===== src/rtl/dim_sched.sv =====
// dim_sched: round-robin scheduler sharing one dimension-offset datapath
// (width term = 100 + dx, height term = 200 + dy, result = their sum)
// among NREQ requesters. Each transaction goes IDLE (grant) -> CALC -> RESP.
//
// Ports:
//   clock        rising-edge clock
//   rst_n        synchronous active-low reset
//   req_valid    per-requester request valid
//   req_dx       flattened dx, requester i at [i*WIDTH +: WIDTH]
//   req_dy       flattened dy, requester i at [i*HEIGHT +: HEIGHT]
//   req_ready    one-hot grant, combinational, only in IDLE
//   resp_valid   result available
//   resp_id      requester index owning the result
//   resp_sum     width term + height term, zero-extended to SUMW
//   resp_ready   consumer accepts the result
//   stat_grants  saturating grant counter (DIM_SCHED_STATS_EN only)
//   stat_stalls  saturating RESP-stall counter (DIM_SCHED_STATS_EN only)
//
// Optional feature macro: DIM_SCHED_STATS_EN adds the two statistics ports.
module dim_sched #(
    parameter int WIDTH  = 8,
    parameter int HEIGHT = 8,
    parameter int NREQ   = 4,
    localparam int SUMW  = ((WIDTH > HEIGHT) ? WIDTH : HEIGHT) + 1,
    localparam int IDW   = $clog2(NREQ)
) (
    input  logic                   clock,
    input  logic                   rst_n,
    input  logic [NREQ-1:0]        req_valid,
    input  logic [NREQ*WIDTH-1:0]  req_dx,
    input  logic [NREQ*HEIGHT-1:0] req_dy,
    output logic [NREQ-1:0]        req_ready,
    output logic                   resp_valid,
    output logic [IDW-1:0]         resp_id,
    output logic [SUMW-1:0]        resp_sum,
    input  logic                   resp_ready
`ifdef DIM_SCHED_STATS_EN
    ,
    output logic [15:0]            stat_grants,
    output logic [15:0]            stat_stalls
`endif
);

    // One extra bit so rr_ptr + offset can exceed NREQ before wrapping.
    localparam int CW = IDW + 1;

    typedef enum logic [1:0] {
        ST_IDLE = 2'd0,
        ST_CALC = 2'd1,
        ST_RESP = 2'd2
    } state_t;

    state_t            state_r;
    state_t            state_next_s;
    logic [IDW-1:0]    rr_ptr_r;
    logic [IDW-1:0]    grant_idx_s;
    logic              grant_found_s;
    logic              grant_hit_s;
    logic              grant_s;
    logic [CW-1:0]     cand_s;
    logic [WIDTH-1:0]  sel_dx_s;
    logic [HEIGHT-1:0] sel_dy_s;
    logic [WIDTH-1:0]  dx_r;
    logic [HEIGHT-1:0] dy_r;
    logic [IDW-1:0]    id_r;
    logic [WIDTH-1:0]  w_s;
    logic [HEIGHT-1:0] h_s;
    logic [SUMW-1:0]   sum_s;

    // Saturating 16-bit increment used by the statistics counters.
    function automatic logic [15:0] sat_inc16(input logic [15:0] v);
        return (v == 16'hFFFF) ? v : (v + 16'd1);
    endfunction

    // Round-robin search: first valid requester starting at rr_ptr, wrapping.
    always_comb begin
        grant_found_s = 1'b0;
        grant_idx_s   = '0;
        grant_hit_s   = 1'b0;
        cand_s        = '0;
        for (int k = 0; k < NREQ; k++) begin
            cand_s        = CW'(rr_ptr_r) + CW'(k);
            cand_s        = (cand_s >= CW'(NREQ)) ? (cand_s - CW'(NREQ)) : cand_s;
            grant_hit_s   = !grant_found_s && req_valid[cand_s[IDW-1:0]];
            grant_idx_s   = grant_hit_s ? cand_s[IDW-1:0] : grant_idx_s;
            grant_found_s = grant_found_s | grant_hit_s;
        end
    end

    // A grant only happens in IDLE and never while reset is asserted.
    assign grant_s = (state_r == ST_IDLE) && grant_found_s && rst_n;

    // Select the granted requester's operands from the flattened buses.
    always_comb begin
        sel_dx_s = '0;
        sel_dy_s = '0;
        for (int i = 0; i < NREQ; i++) begin
            sel_dx_s = (IDW'(i) == grant_idx_s) ? req_dx[i*WIDTH +: WIDTH]   : sel_dx_s;
            sel_dy_s = (IDW'(i) == grant_idx_s) ? req_dy[i*HEIGHT +: HEIGHT] : sel_dy_s;
        end
    end

    // One-hot accept strobe, combinational in the grant cycle.
    always_comb begin
        req_ready = '0;
        if (grant_s) begin
            req_ready[grant_idx_s] = 1'b1;
        end else begin
            req_ready = '0;
        end
    end

    // Next-state logic for the IDLE/CALC/RESP sequencer.
    always_comb begin
        state_next_s = state_r;
        case (state_r)
            ST_IDLE: begin
                if (grant_found_s) begin
                    state_next_s = ST_CALC;
                end else begin
                    state_next_s = ST_IDLE;
                end
            end
            ST_CALC: state_next_s = ST_RESP;
            ST_RESP: begin
                if (resp_ready) begin
                    state_next_s = ST_IDLE;
                end else begin
                    state_next_s = ST_RESP;
                end
            end
            default: state_next_s = ST_IDLE;
        endcase
    end

    // State register.
    always_ff @(posedge clock) begin
        if (!rst_n) begin
            state_r <= ST_IDLE;
        end else begin
            state_r <= state_next_s;
        end
    end

    // Latch the granted request and advance the round-robin pointer.
    always_ff @(posedge clock) begin
        if (!rst_n) begin
            rr_ptr_r <= '0;
            dx_r     <= '0;
            dy_r     <= '0;
            id_r     <= '0;
        end else if (grant_s) begin
            rr_ptr_r <= (grant_idx_s == IDW'(NREQ - 1)) ? '0 : (grant_idx_s + IDW'(32'd1));
            dx_r     <= sel_dx_s;
            dy_r     <= sel_dy_s;
            id_r     <= grant_idx_s;
        end
    end

    // Offset datapath: each term wraps in its own width, the sum cannot overflow SUMW.
    always_comb begin
        w_s   = dx_r + WIDTH'(32'd100);
        h_s   = dy_r + HEIGHT'(32'd200);
        sum_s = SUMW'(w_s) + SUMW'(h_s);
    end

    // Response registers: loaded leaving CALC, valid dropped on consumer accept.
    always_ff @(posedge clock) begin
        if (!rst_n) begin
            resp_valid <= 1'b0;
            resp_id    <= '0;
            resp_sum   <= '0;
        end else if (state_r == ST_CALC) begin
            resp_valid <= 1'b1;
            resp_id    <= id_r;
            resp_sum   <= sum_s;
        end else if ((state_r == ST_RESP) && resp_ready) begin
            resp_valid <= 1'b0;
        end
    end

`ifdef DIM_SCHED_STATS_EN
    // Saturating grant and stall counters.
    always_ff @(posedge clock) begin
        if (!rst_n) begin
            stat_grants <= 16'd0;
            stat_stalls <= 16'd0;
        end else begin
            if (grant_s) begin
                stat_grants <= sat_inc16(stat_grants);
            end
            if ((state_r == ST_RESP) && !resp_ready) begin
                stat_stalls <= sat_inc16(stat_stalls);
            end
        end
    end
`else
    // Statistics counters are not built in this configuration.
`endif

endmodule


===== config.mk =====
export PLATFORM = sky130hd
export DESIGN_NAME = dim_sched
export DESIGN_NICKNAME = d
export VERILOG_FILES = /design/src/rtl/dim_sched.sv
export SDC_FILE = /design/constraint.sdc
export NUM_CORES = 1
export LEC_CHECK = 0
export BUFFER_PORTS_ARGS = -buffer_cell sky130_fd_sc_hd__buf_4
export CORE_MARGIN = 5
export CORE_UTILIZATION = 50
export DETAILED_ROUTE_END_ITERATION = 10
export PLACE_DENSITY_LB_ADDON = 0.12
export SETUP_SLACK_MARGIN = 0.05
export SLEW_MARGIN = 5
export SYNTH_ARGS = -nofsm -noshare
export SYNTH_HDL_FRONTEND = slang
export SYNTH_SLANG_ARGS = --single-unit

===== constraint.sdc =====
create_clock -name clock -period 2.15 [get_ports clock]
set_clock_uncertainty 0.05 [all_clocks]
set_input_delay 0.3225 -clock clock [delete_from_list [all_inputs] [get_ports clock]]
set_output_delay 0.3225 -clock clock [all_outputs]
set_load 0.03 [all_outputs]

==> results of run 1 <==
## registers in the layout (all words and copies together) (netlist names)
register,flops
resp_valid,1
resp_id,2
rr_ptr_r,2
state_r,2
dy_r,8
id_r,2
dx_r,8
resp_sum,9
## per-stage QoR
step	instance area (sq um)	total power, mW	utilization
after detailed placement	3200	2.37	0.677
after global placement	3200	2.35	0.677
after CTS	3630	3.15	0.768
after global routing	3790	3.52	0.803
final	3790	3.30	0.803
after floorplan	2420	1.88	-
## per-layer routing
layer | up-vias | part of all wire | track usage
li1 | 1276 | - | -
met1 | 1252 | 0.42 | 0.324
met2 | 128 | 0.48 | 0.413
met3 | 16 | 0.085 | 0.0553
met4 | 0 | 0.021 | 0.0550
met5 | - | 0 | 0
## worst max-delay path by stage
stage,slack (ns),end,from,depth (start not counted)
4_1_cts,-0.03,req_ready[2],rr_ptr_r[0]$_SDFFE_PN0P_,8
3_3_place_gp,-0.06,dx_r[7]$_SDFFE_PN0P_,req_valid[0],11
6_report,-0.07,req_ready[1],rr_ptr_r[0]$_SDFFE_PN0P_,8
3_5_place_dp,-0.10,dx_r[7]$_SDFFE_PN0P_,req_valid[0],11
5_1_grt,-0.12,req_ready[1],rr_ptr_r[0]$_SDFFE_PN0P_,8
2_1_floorplan,0.08,req_ready[3],rr_ptr_r[0]$_SDFFE_PN0P_,8
## repair_timing
| action | CTS | global route |
|---|---|---|
| gates resized for setup | 45 | 36 |
| setup buffers | 9 | 2 |
| pin swaps | 17 | 5 |
| endpoints found under the setup margin | 20 | 23 |
| cloned | 2 | 0 |
## layout make-up
cell class	instances	area [sq um]
clock buffer	7	86.3
multi-input combinational	231	1890
fill	288	931
sequential	34	697
timing repair buffer	112	995
clock inverter	1	5.00
tap	67	83.8
inverter	8	32.5
## placed cells by master (no fill, tap or decap), drive strengths merged, types with 4 or more instances in the layout
| cell type | netlist | routed |
|---|---|---|
| dfxtp | 34 | 34 |
| a21oi | 7 | 7 |
| inv | 8 | 8 |
| nand2b | 4 | 4 |
| ha | 14 | 14 |
| nor2 | 20 | 20 |
| nand3 | 6 | 6 |
| o21ai | 19 | 19 |
| a21o | 5 | 5 |
| nand2 | 31 | 31 |
| a221oi | 16 | 16 |
| o311a | 16 | 16 |
| buf | 12 | 111 |
| xor2 | 6 | 6 |
| nor2b | 32 | 32 |
| and3 | 5 | 5 |
| clkbuf | 10 | 7 |
| a21boi | 6 | 6 |
## power by group through the flow
| stage | logic [mW] | registers (mW) | clock network [mW] |
|---|---|---|---|
| after floorplan | 0.959 | 0.923 | 0 |
| after global placement | 1.49 | 0.857 | 0 |
| after detailed placement | 1.51 | 0.861 | 0 |
| after CTS | 1.80 | 0.854 | 0.494 |
| after global routing | 2.11 | 0.888 | 0.524 |
| final | 1.95 | 0.871 | 0.479 |
## tightest hold or removal path: cells and delay by family
| family | cells | cell delay [ns] |
|---|---|---|
| AO/OA/AOI/OAI | 1 | 0.12 |
| buffers and inverters | 1 | 0.09 |
| AND/OR/NAND/NOR | 1 | 0.07 |
## kinds of logic after synthesis
kind of cell / Yosys count / synth area share
simple gates: 116 / 0.253
compound gates: 91 / 0.290
flops: 34 / 0.281
buf+inv: 30 / 0.0615
fa+ha+maj: 15 / 0.0807
xor+xnor: 8 / 0.0290
mux: 1 / 0.00414
==> impl_summary.log, run 1 <==
[metrics] outcome: finished with violations
[metrics] failing checks: negative setup slack
[metrics] # rows: 25
[metrics] hold bufs inserted after CTS: 0
[metrics] root buffer selected by CTS: sky130_fd_sc_hd__clkbuf_8
[metrics] half-perimeter wire length after placement: 5090 microns
[metrics] number of flops mapped to enable cells by yosys: 0
[metrics] area added between synthesis and finish: 56.7%
[metrics] fraction of power spent switching nets: 0.394
[metrics] highest net fanout along the worst path: 4
[metrics] clock net sink count: 34
[metrics] worst-case headroom to the max-slew limit: 0.659
[metrics] worst hold stages: 3
[metrics] worst vdd ir: 770 uV
[metrics] Pins Over Slew Limit: 0
[metrics] post-synthesis instance area: 0.00242 sq mm
[metrics] global-route wire length before repair: 12,600 microns
[metrics] Routed WL per cell: 18.0 microns
[metrics] number of buffer and inverter instances along the worst setup path: 3
[metrics] Slowest Stage Delay on Critical Path: 0.37 ns
[metrics] Setup CP Type: reg -> out
[metrics] post-synthesis instance total: 295
[metrics] Reg2Reg Setup Slack: -0.04 ns
[metrics] placeable core area: 0.00472 sq mm
[metrics] dpl cells: 439
[metrics] DRT antenna net count: 0
[metrics] portion of total power attributed to sequential cells: 0.264
[metrics] number of antenna repair diodes: 0
[metrics] share of the synthesized area in the top cell type: 0.281
[metrics] proportion of synthesized flip-flops having asynchronous set or reset: 0
[metrics] number of warnings reported in the yosys synthesis log: 0
[metrics] required time reported for the critical path endpoint: 1.78 ns
[metrics] remaining global-route overflow: 0
[metrics] CTS clk-pin slew, worst paths: 0.06 ns
[metrics] # setup viols final: 7
[metrics] list of most frequent post-synthesis cells: sky130_fd_sc_hd__dfxtp_1 (34), sky130_fd_sc_hd__nor2b_1 (32), sky130_fd_sc_hd__nand2_1 (31)
[metrics] count of non-filler cells in the finished layout: 460
[metrics] share of cells above drive strength 1: 0.461
[metrics] Endpoint, Worst Hold: resp_valid$_SDFFE_PN0P_
[metrics] sequential area share after synthesis: 0.281
[metrics] Comb pwr share: 0.591
[metrics] Inserted Clock Buffers: 5
[metrics] highest attainable clock frequency: 0.450 GHz
[metrics] width of the die: 79.6 microns
[metrics] DR pass1 iterations: 4
[metrics] setup slack after placement: -0.103 ns
[metrics] average via count per standard cell: 5.81
[metrics] slew at the pin with the worst max-slew slack: 0.507 ns
[metrics] post-synthesis area per instance: 8.20 sq um
[metrics] P_sw: 1.30 mW
[metrics] Worst R2R End: dy_r[0]$_SDFFE_PN0P_
[metrics] antenna violations before repair: 0
[metrics] r2r worst-path depth: 11
[metrics] flop and latch count out of synthesis: 34
[metrics] Synth area leader: sky130_fd_sc_hd__dfxtp_1
[metrics] Worst Setup Slack, final: -0.0700 ns
[metrics] level count of the clock H-tree: 2
[metrics] Routed Wire Length: 8280 microns
[metrics] number of nets in the finished design: 478
[metrics] Starting Density: 0.512
[metrics] input/output buffers: 86
[metrics] data arrival at the endpoint of the critical path: 1.85 ns
[metrics] hold wc startpoint: resp_ready
[metrics] number of hold-slack violations in the final timing report: 0
[metrics] via count of the first global-routing pass: 2,601
[metrics] dominant cell by count in the synthesized netlist: sky130_fd_sc_hd__dfxtp_1
[metrics] worst-skew pair later-pin latency: 0.28 ns
[metrics] RSZ-0062 raised after global routing: yes
[metrics] Ports: 87
[metrics] starting DRC count in detailed routing: 157
[metrics] Yosys cell types: 53
[metrics] top cell family by delay on the critical path: flip-flops
[metrics] minimum hold slack: 0.317 ns
[metrics] reg-to-reg critical path startpoint: rr_ptr_r[0]$_SDFFE_PN0P_
[metrics] DIE AREA: 0.00633 sq mm
[metrics] endpoint type of the worst setup path: primary output
[metrics] maximum number of pins on one net before global-route repair: 46
[metrics] power density over the cells: 871 mW/mm^2
[metrics] category of the worst setup path launch point: flop
[metrics] top_reg_cell synth: sky130_fd_sc_hd__dfxtp_1
[metrics] cell chain of the critical path: nand2b_4 -> a21oi_4 -> a211o_4 -> inv_2 -> ha_4 -> buf_12 -> and3_4 -> buf_6
[metrics] height of the die: 79.6 microns
[metrics] P_leak: 1.70 nW
[metrics] final period utilization: 1.03
[metrics] number of nets in the synthesized netlist: 381
[metrics] critical path's slowest cell: sky130_fd_sc_hd__dfxtp_4
[metrics] Final TNS setup: -0.211 ns
[metrics] max capacitance violation total: 0
[metrics] TritonCTS clock tree: done
[metrics] Pint: 2.00 mW
[metrics] residual DRC count: 0
[metrics] total number of vias: 2,672
[metrics] Final Wtd Congestion: 0.831
[metrics] type of the worst min-delay path: in -> reg
[metrics] min cycle time layout: 2.22 ns
[metrics] top area cells in the synthesized netlist: sky130_fd_sc_hd__dfxtp_1 (28%), sky130_fd_sc_hd__nor2b_1 (8.3%), sky130_fd_sc_hd__ha_1 (7.2%)
[metrics] clock share of power: 0.145
[metrics] number of buffers on the longest clock path: 2
[metrics] aggregate global-route resource usage: 0.247
No activity file was read; power rests on OpenSTA's default activity.
==> run 2: changes to the inputs <==
CORE_UTILIZATION = 54   (was 50)
clock period = 2.8 ns   (was 2.15 ns; I/O delays follow)
==> impl_summary.log, run 2 (synthesis results as in run 1) <==
[metrics] level count of the clock H-tree: 2 (unchanged)
[metrics] number of nets in the finished design: 459 (was 478)
[metrics] number of hold-slack violations in the final timing report: 0 (unchanged)
[metrics] Post-CTS Setup Bufs: 0 (was 9)
[metrics] highest layer used for signal routing: met4 (unchanged)
[metrics] worst-skew pair later-pin latency: 0.29 ns (was 0.28 ns)
[metrics] half-perimeter wire length after placement: 5110 microns (was 5090 microns)
[metrics] worst hold stages: 3 (unchanged)
[metrics] hold bufs inserted after CTS: 0 (unchanged)
[metrics] Pins Over Slew Limit: 0 (unchanged)
[metrics] met1 wire length: 3030 microns (was 3470 microns)
[metrics] setup slack after placement: 0.421 ns (was -0.103 ns)
[metrics] reg-to-reg critical path startpoint: rr_ptr_r[1]$_SDFFE_PN0P_ (was rr_ptr_r[0]$_SDFFE_PN0P_)
[metrics] highest net fanout along the worst path: 11 (was 4)
[metrics] final period utilization: 0.906
[metrics] area added between synthesis and finish: 31.2% (was 56.7%)
[metrics] width of the die: 76.9 microns (was 79.6 microns)
[metrics] CTS clk-pin slew, worst paths: 0.07 ns (was 0.06 ns)
[metrics] TritonCTS clock tree: done (unchanged)
[metrics] Reg2Reg Setup Slack: 0.49 ns (was -0.04 ns)
[metrics] # rows: 24 (was 25)
[metrics] root buffer selected by CTS: sky130_fd_sc_hd__clkbuf_8 (unchanged)
[metrics] commonest non-fill, non-tap cells in the layout: sky130_fd_sc_hd__buf_4 (92), sky130_fd_sc_hd__dfxtp_1 (34), sky130_fd_sc_hd__nor2b_1 (32), sky130_fd_sc_hd__nand2_1 (31), sky130_fd_sc_hd__nor2_1 (20) (was sky130_fd_sc_hd__buf_4 (95), sky130_fd_sc_hd__nand2_1 (31), sky130_fd_sc_hd__dfxtp_1 (27), sky130_fd_sc_hd__nor2_1 (20), sky130_fd_sc_hd__nor2b_1 (17))
[metrics] outcome: complete, no violations (was finished with violations)
[metrics] Worst R2R End: dx_r[0]$_SDFFE_PN0P_ (was dy_r[0]$_SDFFE_PN0P_)
[metrics] total power consumption of the routed design: 2.13 mW (was 3.30 mW)
[metrics] average via count per standard cell: 5.76 (was 5.81)
[metrics] DR pass1 iterations: 5 (was 4)
[metrics] Ports: 87 (unchanged)
[metrics] number of flip-flops in the largest register: 9 (unchanged)
[metrics] Routed WL per cell: 15.7 microns (was 18.0 microns)
[metrics] met3 routed wirelength: 686 microns (was 702 microns)
[metrics] data arrival at the endpoint of the critical path: 2.07 ns (was 1.85 ns)
[metrics] min cycle time layout: 2.54 ns
[metrics] height of the die: 76.9 microns (was 79.6 microns)
[metrics] Inserted Clock Buffers: 5 (unchanged)
[metrics] clock net sink count: 34 (unchanged)
[metrics] top register by number of flip-flops: resp_sum (unchanged)
[metrics] # setup viols final: 0 (was 7)
[metrics] worst-case headroom to the max-slew limit: 0.608 (was 0.659)
[metrics] Final TNS setup: 0 ns (was -0.211 ns)
[metrics] first element of the critical path: rr_ptr_r[1]$_SDFFE_PN0P_ (was rr_ptr_r[0]$_SDFFE_PN0P_)
[metrics] DIE AREA: 0.00592 sq mm (was 0.00633 sq mm)
[metrics] Resize count post-CTS: 0 (was 45)
[metrics] share of cells above drive strength 1: 0.286 (was 0.461)
[metrics] Final Wtd Congestion: 0.864 (was 0.831)
[metrics] placeable core area: 0.00435 sq mm (was 0.00472 sq mm)
[metrics] number of antenna repair diodes: 0 (unchanged)
[metrics] via count of the first global-routing pass: 2,362 (was 2,601)
[metrics] type of the worst min-delay path: in -> reg (unchanged)
[metrics] power density over the cells: 671 mW/mm^2 (was 871 mW/mm^2)
[metrics] global-route wire length before repair: 11,200 microns (was 12,600 microns)
[metrics] endpoint of the most critical setup path: req_ready[2] (was req_ready[1])
[metrics] remaining global-route overflow: 0 (unchanged)
[metrics] dpl cells: 418 (was 439)
[metrics] aggregate global-route resource usage: 0.228 (was 0.247)
[metrics] Starting Density: 0.556 (was 0.512)
[metrics] combined area of the multi-input logic cells: 0.00160 sq mm (was 0.00189 sq mm)
[metrics] leading registers by flop count: resp_sum (9), dx_r (8), dy_r (8) (unchanged)
[metrics] starting DRC count in detailed routing: 162 (was 157)
[metrics] category of the worst setup path launch point: flop (unchanged)
[metrics] Routed Wire Length: 6710 microns (was 8280 microns)
[metrics] antenna violations before repair: 0 (unchanged)
[metrics] input/output buffers: 86 (unchanged)
[metrics] most common library cell in the layout ignoring fill and taps: sky130_fd_sc_hd__buf_4 (unchanged)
[metrics] count of non-filler cells in the finished layout: 426 (was 460)
[metrics] highest attainable clock frequency: 0.394 GHz
[metrics] hold wc startpoint: resp_ready (unchanged)
[metrics] Setup CP Type: reg -> out (unchanged)
[metrics] number of buffers on the longest clock path: 2 (unchanged)
[metrics] r2r worst-path depth: 9 (was 11)
[metrics] total number of vias: 2,453 (was 2,672)
[metrics] residual DRC count: 0 (unchanged)
[metrics] number of fillers in the final layout: 336 (was 288)
[metrics] required time reported for the critical path endpoint: 2.33 ns (was 1.78 ns)
[metrics] slew at the pin with the worst max-slew slack: 0.586 ns (was 0.507 ns)
[metrics] DRT antenna net count: 0 (unchanged)
[metrics] P_leak: 1.48 nW (was 1.70 nW)
[metrics] worst vdd ir: 541 uV (was 770 uV)
[metrics] detailed-routed wire length on met2: 2910 microns (was 3940 microns)
[metrics] RSZ-0062 raised after global routing: no (was yes)
[metrics] total area of sequential cells: 681 sq um (was 697 sq um)
[metrics] Worst Setup Slack, final: 0.262 ns (was -0.0700 ns)
[metrics] max capacitance violation total: 0 (unchanged)
[metrics] maximum number of pins on one net before global-route repair: 46 (unchanged)
[metrics] endpoint type of the worst setup path: primary output (unchanged)
## run 2: cell count changes in the layout (fill, tap and decap cells not counted), sizes merged
cell    previous run  this run
buf              111        93
bufbuf             1         0
## run 2: report_power, final
part | leakage, nW | switching, mW | total [mW] | internal, mW
Clock | 0.0482 | 0.174 | 0.372 | 0.198
Sequential | 0.281 | 0.0782 | 0.657 | 0.578
Combinational | 1.15 | 0.584 | 1.10 | 0.516
Total | 1.48 | 0.836 | 2.13 | 1.29
## run 2: worst max-delay path, stage by stage (launching register included)
cell and delay [ns]:
sky130_fd_sc_hd__dfxtp_1 0.44, sky130_fd_sc_hd__a21o_1 0.14, sky130_fd_sc_hd__a21oi_1 0.06, sky130_fd_sc_hd__o22ai_1 0.29, sky130_fd_sc_hd__inv_1 0.12, sky130_fd_sc_hd__ha_1 0.33
sky130_fd_sc_hd__and3_1 0.23, sky130_fd_sc_hd__buf_4 0.17
## run 2: area by class of cell
| cell class | count | share of cell area |
|---|---|---|
| repair buffers | 93 | 0.224 |
| multi-input cells | 231 | 0.503 |
| clock buffers | 7 | 0.0272 |
| clock inverters | 1 | 0.00158 |
| flip-flops and latches | 34 | 0.214 |
| well taps | 52 | 0.0205 |
| inverters | 8 | 0.00946 |
## run 2: through the flow
| stage | hold slack, ns | util | cell area (sq um) |
|---|---|---|---|
| CTS | 0.381 | 0.729 | 3170 |
| detailed placement | 0.408 | 0.708 | 3080 |
| global placement | 0.402 | 0.708 | 3080 |
| global route | 0.397 | 0.729 | 3170 |
| floorplan | 0.387 | - | 2420 |
| finish | 0.399 | 0.729 | 3170 |
## run 2: how the worst min path moves through the flow
stage / to / slack [ns]
after global routing: resp_valid$_SDFFE_PN0P_ / 0.40
after detailed placement: resp_sum[1]$_SDFFE_PN0P_ / 0.41
after CTS: resp_valid$_SDFFE_PN0P_ / 0.38
final: resp_valid$_SDFFE_PN0P_ / 0.40
after global placement: resp_sum[3]$_SDFFE_PN0P_ / 0.40
after floorplan: resp_id[0]$_SDFFE_PN0P_ / 0.39
## run 2: metal layers
layer / vias to the layer above / GRT usage
met4: 0 / 0.0594
met5: - / 0
met3: 7 / 0.0808
li1: 1231 / -
met1: 1114 / 0.304
met2: 101 / 0.349
==> run 3: changes to the inputs <==
CORE_UTILIZATION = 30   (was 54)
==> impl_summary.log, run 3 (synthesis results as in run 1) <==
[metrics] outcome: complete, no violations (unchanged)
[metrics] RSZ-0062 raised after global routing: no (unchanged)
[metrics] type of the worst min-delay path: in -> reg (unchanged)
[metrics] global routing usage on met3: 0.0486 (was 0.0808)
[metrics] Inserted Clock Buffers: 5 (unchanged)
[metrics] Starting Density: 0.310 (was 0.556)
[metrics] number of antenna repair diodes: 0 (unchanged)
[metrics] data arrival at the endpoint of the critical path: 2.11 ns (was 2.07 ns)
[metrics] top register by number of flip-flops: resp_sum (unchanged)
[metrics] worst vdd ir: 291 uV (was 541 uV)
[metrics] global route hottest layer: met1 (was met2)
[metrics] maximum number of pins on one net before global-route repair: 46 (unchanged)
[metrics] area added between synthesis and finish: 34.2% (was 31.2%)
[metrics] width of the die: 99.8 microns (was 76.9 microns)
[metrics] height of the die: 99.8 microns (was 76.9 microns)
[metrics] number of nets in the finished design: 460 (was 459)
[metrics] routing usage on met2: 0.197 (was 0.349)
[metrics] hold wc startpoint: resp_ready (unchanged)
[metrics] Final TNS setup: 0 ns (unchanged)
[metrics] P_leak: 1.48 nW (about the same)
[metrics] average via count per standard cell: 5.05 (was 5.76)
[metrics] aggregate global-route resource usage: 0.147 (was 0.228)
[metrics] power density over the cells: 667 mW/mm^2 (was 671 mW/mm^2)
[metrics] starting DRC count in detailed routing: 100 (was 162)
[metrics] endpoint type of the worst setup path: primary output (unchanged)
[metrics] required time reported for the critical path endpoint: 2.33 ns (about the same)
[metrics] placeable core area: 0.00781 sq mm (was 0.00435 sq mm)
[metrics] Final Wtd Congestion: 0.803 (was 0.864)
[metrics] number of flip-flops in the largest register: 9 (unchanged)
[metrics] share of cells above drive strength 1: 0.291 (was 0.286)
[metrics] Worst Setup Slack, final: 0.224 ns (was 0.262 ns)
[metrics] combined area of the multi-input logic cells: 0.00160 sq mm (unchanged)
[metrics] category of the worst setup path launch point: flop (unchanged)
[metrics] min cycle time layout: 2.58 ns (was 2.54 ns)
[metrics] clock net sink count: 34 (unchanged)
[metrics] half-perimeter wire length after placement: 5530 microns (was 5110 microns)
[metrics] input/output buffers: 86 (unchanged)
[metrics] most common library cell in the layout ignoring fill and taps: sky130_fd_sc_hd__buf_4 (unchanged)
[metrics] # rows: 32 (was 24)
[metrics] remaining global-route overflow: 0 (unchanged)
[metrics] total power consumption of the routed design: 2.16 mW (was 2.13 mW)
[metrics] antenna violations before repair: 0 (unchanged)
[metrics] Routed WL per cell: 15.3 microns (was 15.7 microns)
[metrics] worst-case headroom to the max-slew limit: 0.705 (was 0.608)
[metrics] highest attainable clock frequency: 0.388 GHz (was 0.394 GHz)
[metrics] leading registers by flop count: resp_sum (9), dx_r (8), dy_r (8) (unchanged)
[metrics] level count of the clock H-tree: 2 (unchanged)
[metrics] total number of vias: 2,408 (was 2,453)
[metrics] hold bufs inserted after CTS: 0 (unchanged)
[metrics] final period utilization: 0.920 (was 0.906)
[metrics] global-route wire length before repair: 12,000 microns (was 11,200 microns)
[metrics] root buffer selected by CTS: sky130_fd_sc_hd__clkbuf_8 (unchanged)
[metrics] Pins Over Slew Limit: 0 (unchanged)
[metrics] Post-CTS Setup Bufs: 0 (unchanged)
[metrics] number of buffers on the longest clock path: 2 (unchanged)
[metrics] post-route core utilization: 0.416 (was 0.729)
[metrics] DR pass1 iterations: 4 (was 5)
[metrics] max capacitance violation total: 0 (unchanged)
[metrics] CTS clk-pin slew, worst paths: 0.07 ns (about the same)
[metrics] # setup viols final: 0 (unchanged)
[metrics] final design area excluding fillers: 0.00325 sq mm (was 0.00317 sq mm)
[metrics] highest net fanout along the worst path: 29 (was 11)
[metrics] setup slack after placement: 0.364 ns (was 0.421 ns)
[metrics] reg-to-reg critical path startpoint: rr_ptr_r[0]$_SDFFE_PN0P_ (was rr_ptr_r[1]$_SDFFE_PN0P_)
[metrics] Setup CP Type: reg -> out (unchanged)
[metrics] residual DRC count: 0 (unchanged)
[metrics] number of hold-slack violations in the final timing report: 0 (unchanged)
[metrics] slew at the pin with the worst max-slew slack: 0.441 ns (was 0.586 ns)
[metrics] worst-skew pair later-pin latency: 0.29 ns (about the same)
[metrics] first element of the critical path: rr_ptr_r[0]$_SDFFE_PN0P_ (was rr_ptr_r[1]$_SDFFE_PN0P_)
[metrics] Ports: 87 (unchanged)
[metrics] via count of the first global-routing pass: 2,348 (was 2,362)
[metrics] DIE AREA: 0.00996 sq mm (was 0.00592 sq mm)
[metrics] placed instance area: 0.00315 sq mm (was 0.00308 sq mm)
[metrics] met1 usage: 0.222 (was 0.304)
[metrics] TritonCTS clock tree: done (unchanged)
[metrics] DRT antenna net count: 0 (unchanged)
[metrics] Routed Wire Length: 7310 microns (was 6710 microns)
[metrics] total area of sequential cells: 681 sq um (unchanged)
[metrics] number of fillers in the final layout: 809 (was 336)
[metrics] commonest non-fill, non-tap cells in the layout: sky130_fd_sc_hd__buf_4 (93), sky130_fd_sc_hd__dfxtp_1 (34), sky130_fd_sc_hd__nor2b_1 (32), sky130_fd_sc_hd__nand2_1 (31), sky130_fd_sc_hd__nor2_1 (20) (was sky130_fd_sc_hd__buf_4 (92), sky130_fd_sc_hd__dfxtp_1 (34), sky130_fd_sc_hd__nor2b_1 (32), sky130_fd_sc_hd__nand2_1 (31), sky130_fd_sc_hd__nor2_1 (20))
[metrics] Resize count post-CTS: 0 (unchanged)
## run 3: routing by layer
metal | part of all wire | wire length (microns) | vias to the layer above
met1 | 0.52 | 3790 | 1082
met4 | 0.0071 | 52 | 0
met2 | 0.38 | 2780 | 79
li1 | - | - | 1241
met5 | 0 | 0 | -
met3 | 0.094 | 687 | 6
## run 3: path summary, 6_finish.rpt
check	to	slack (ns)	cells past startpoint
worst min register to register	resp_sum[0]$_SDFFE_PN0P_	0.42	2
worst max register to register	dy_r[1]$_SDFFE_PN0P_	0.48	10
worst min-delay path	resp_valid$_SDFFE_PN0P_	0.40	3
worst max-delay path	req_ready[1]	0.22	8
## run 3: cell type report
class / count / share of cell area
repair buffers: 94 / 0.221
well taps: 102 / 0.0393
inverters: 8 / 0.00924
flip-flops and latches: 34 / 0.210
clock inverters: 2 / 0.00385
multi-input cells: 231 / 0.492
clock buffers: 6 / 0.0254
## run 3: where the power goes
group	leakage, nW	total, mW	switching (mW)	internal, mW
Sequential	0.281	0.658	0.0795	0.578
Clock	0.0472	0.387	0.190	0.198
Combinational	1.16	1.12	0.599	0.521
## run 3: metrics by stage
step / instances / hold WS [ns]
finish: 477 / 0.404
global route: 477 / 0.416
CTS: 477 / 0.393
detailed placement: 469 / 0.412
global placement: 469 / 0.410
floorplan: 295 / 0.387
## run 3: critical path: stages (launching register included)
cell and delay [ns]:
sky130_fd_sc_hd__dfxtp_1 0.38, sky130_fd_sc_hd__nand2b_1 0.14, sky130_fd_sc_hd__a21oi_1 0.08, sky130_fd_sc_hd__a211o_1 0.32, sky130_fd_sc_hd__inv_1 0.09, sky130_fd_sc_hd__ha_1 0.27, sky130_fd_sc_hd__buf_12 0.20, sky130_fd_sc_hd__and3_1 0.17
sky130_fd_sc_hd__buf_4 0.16
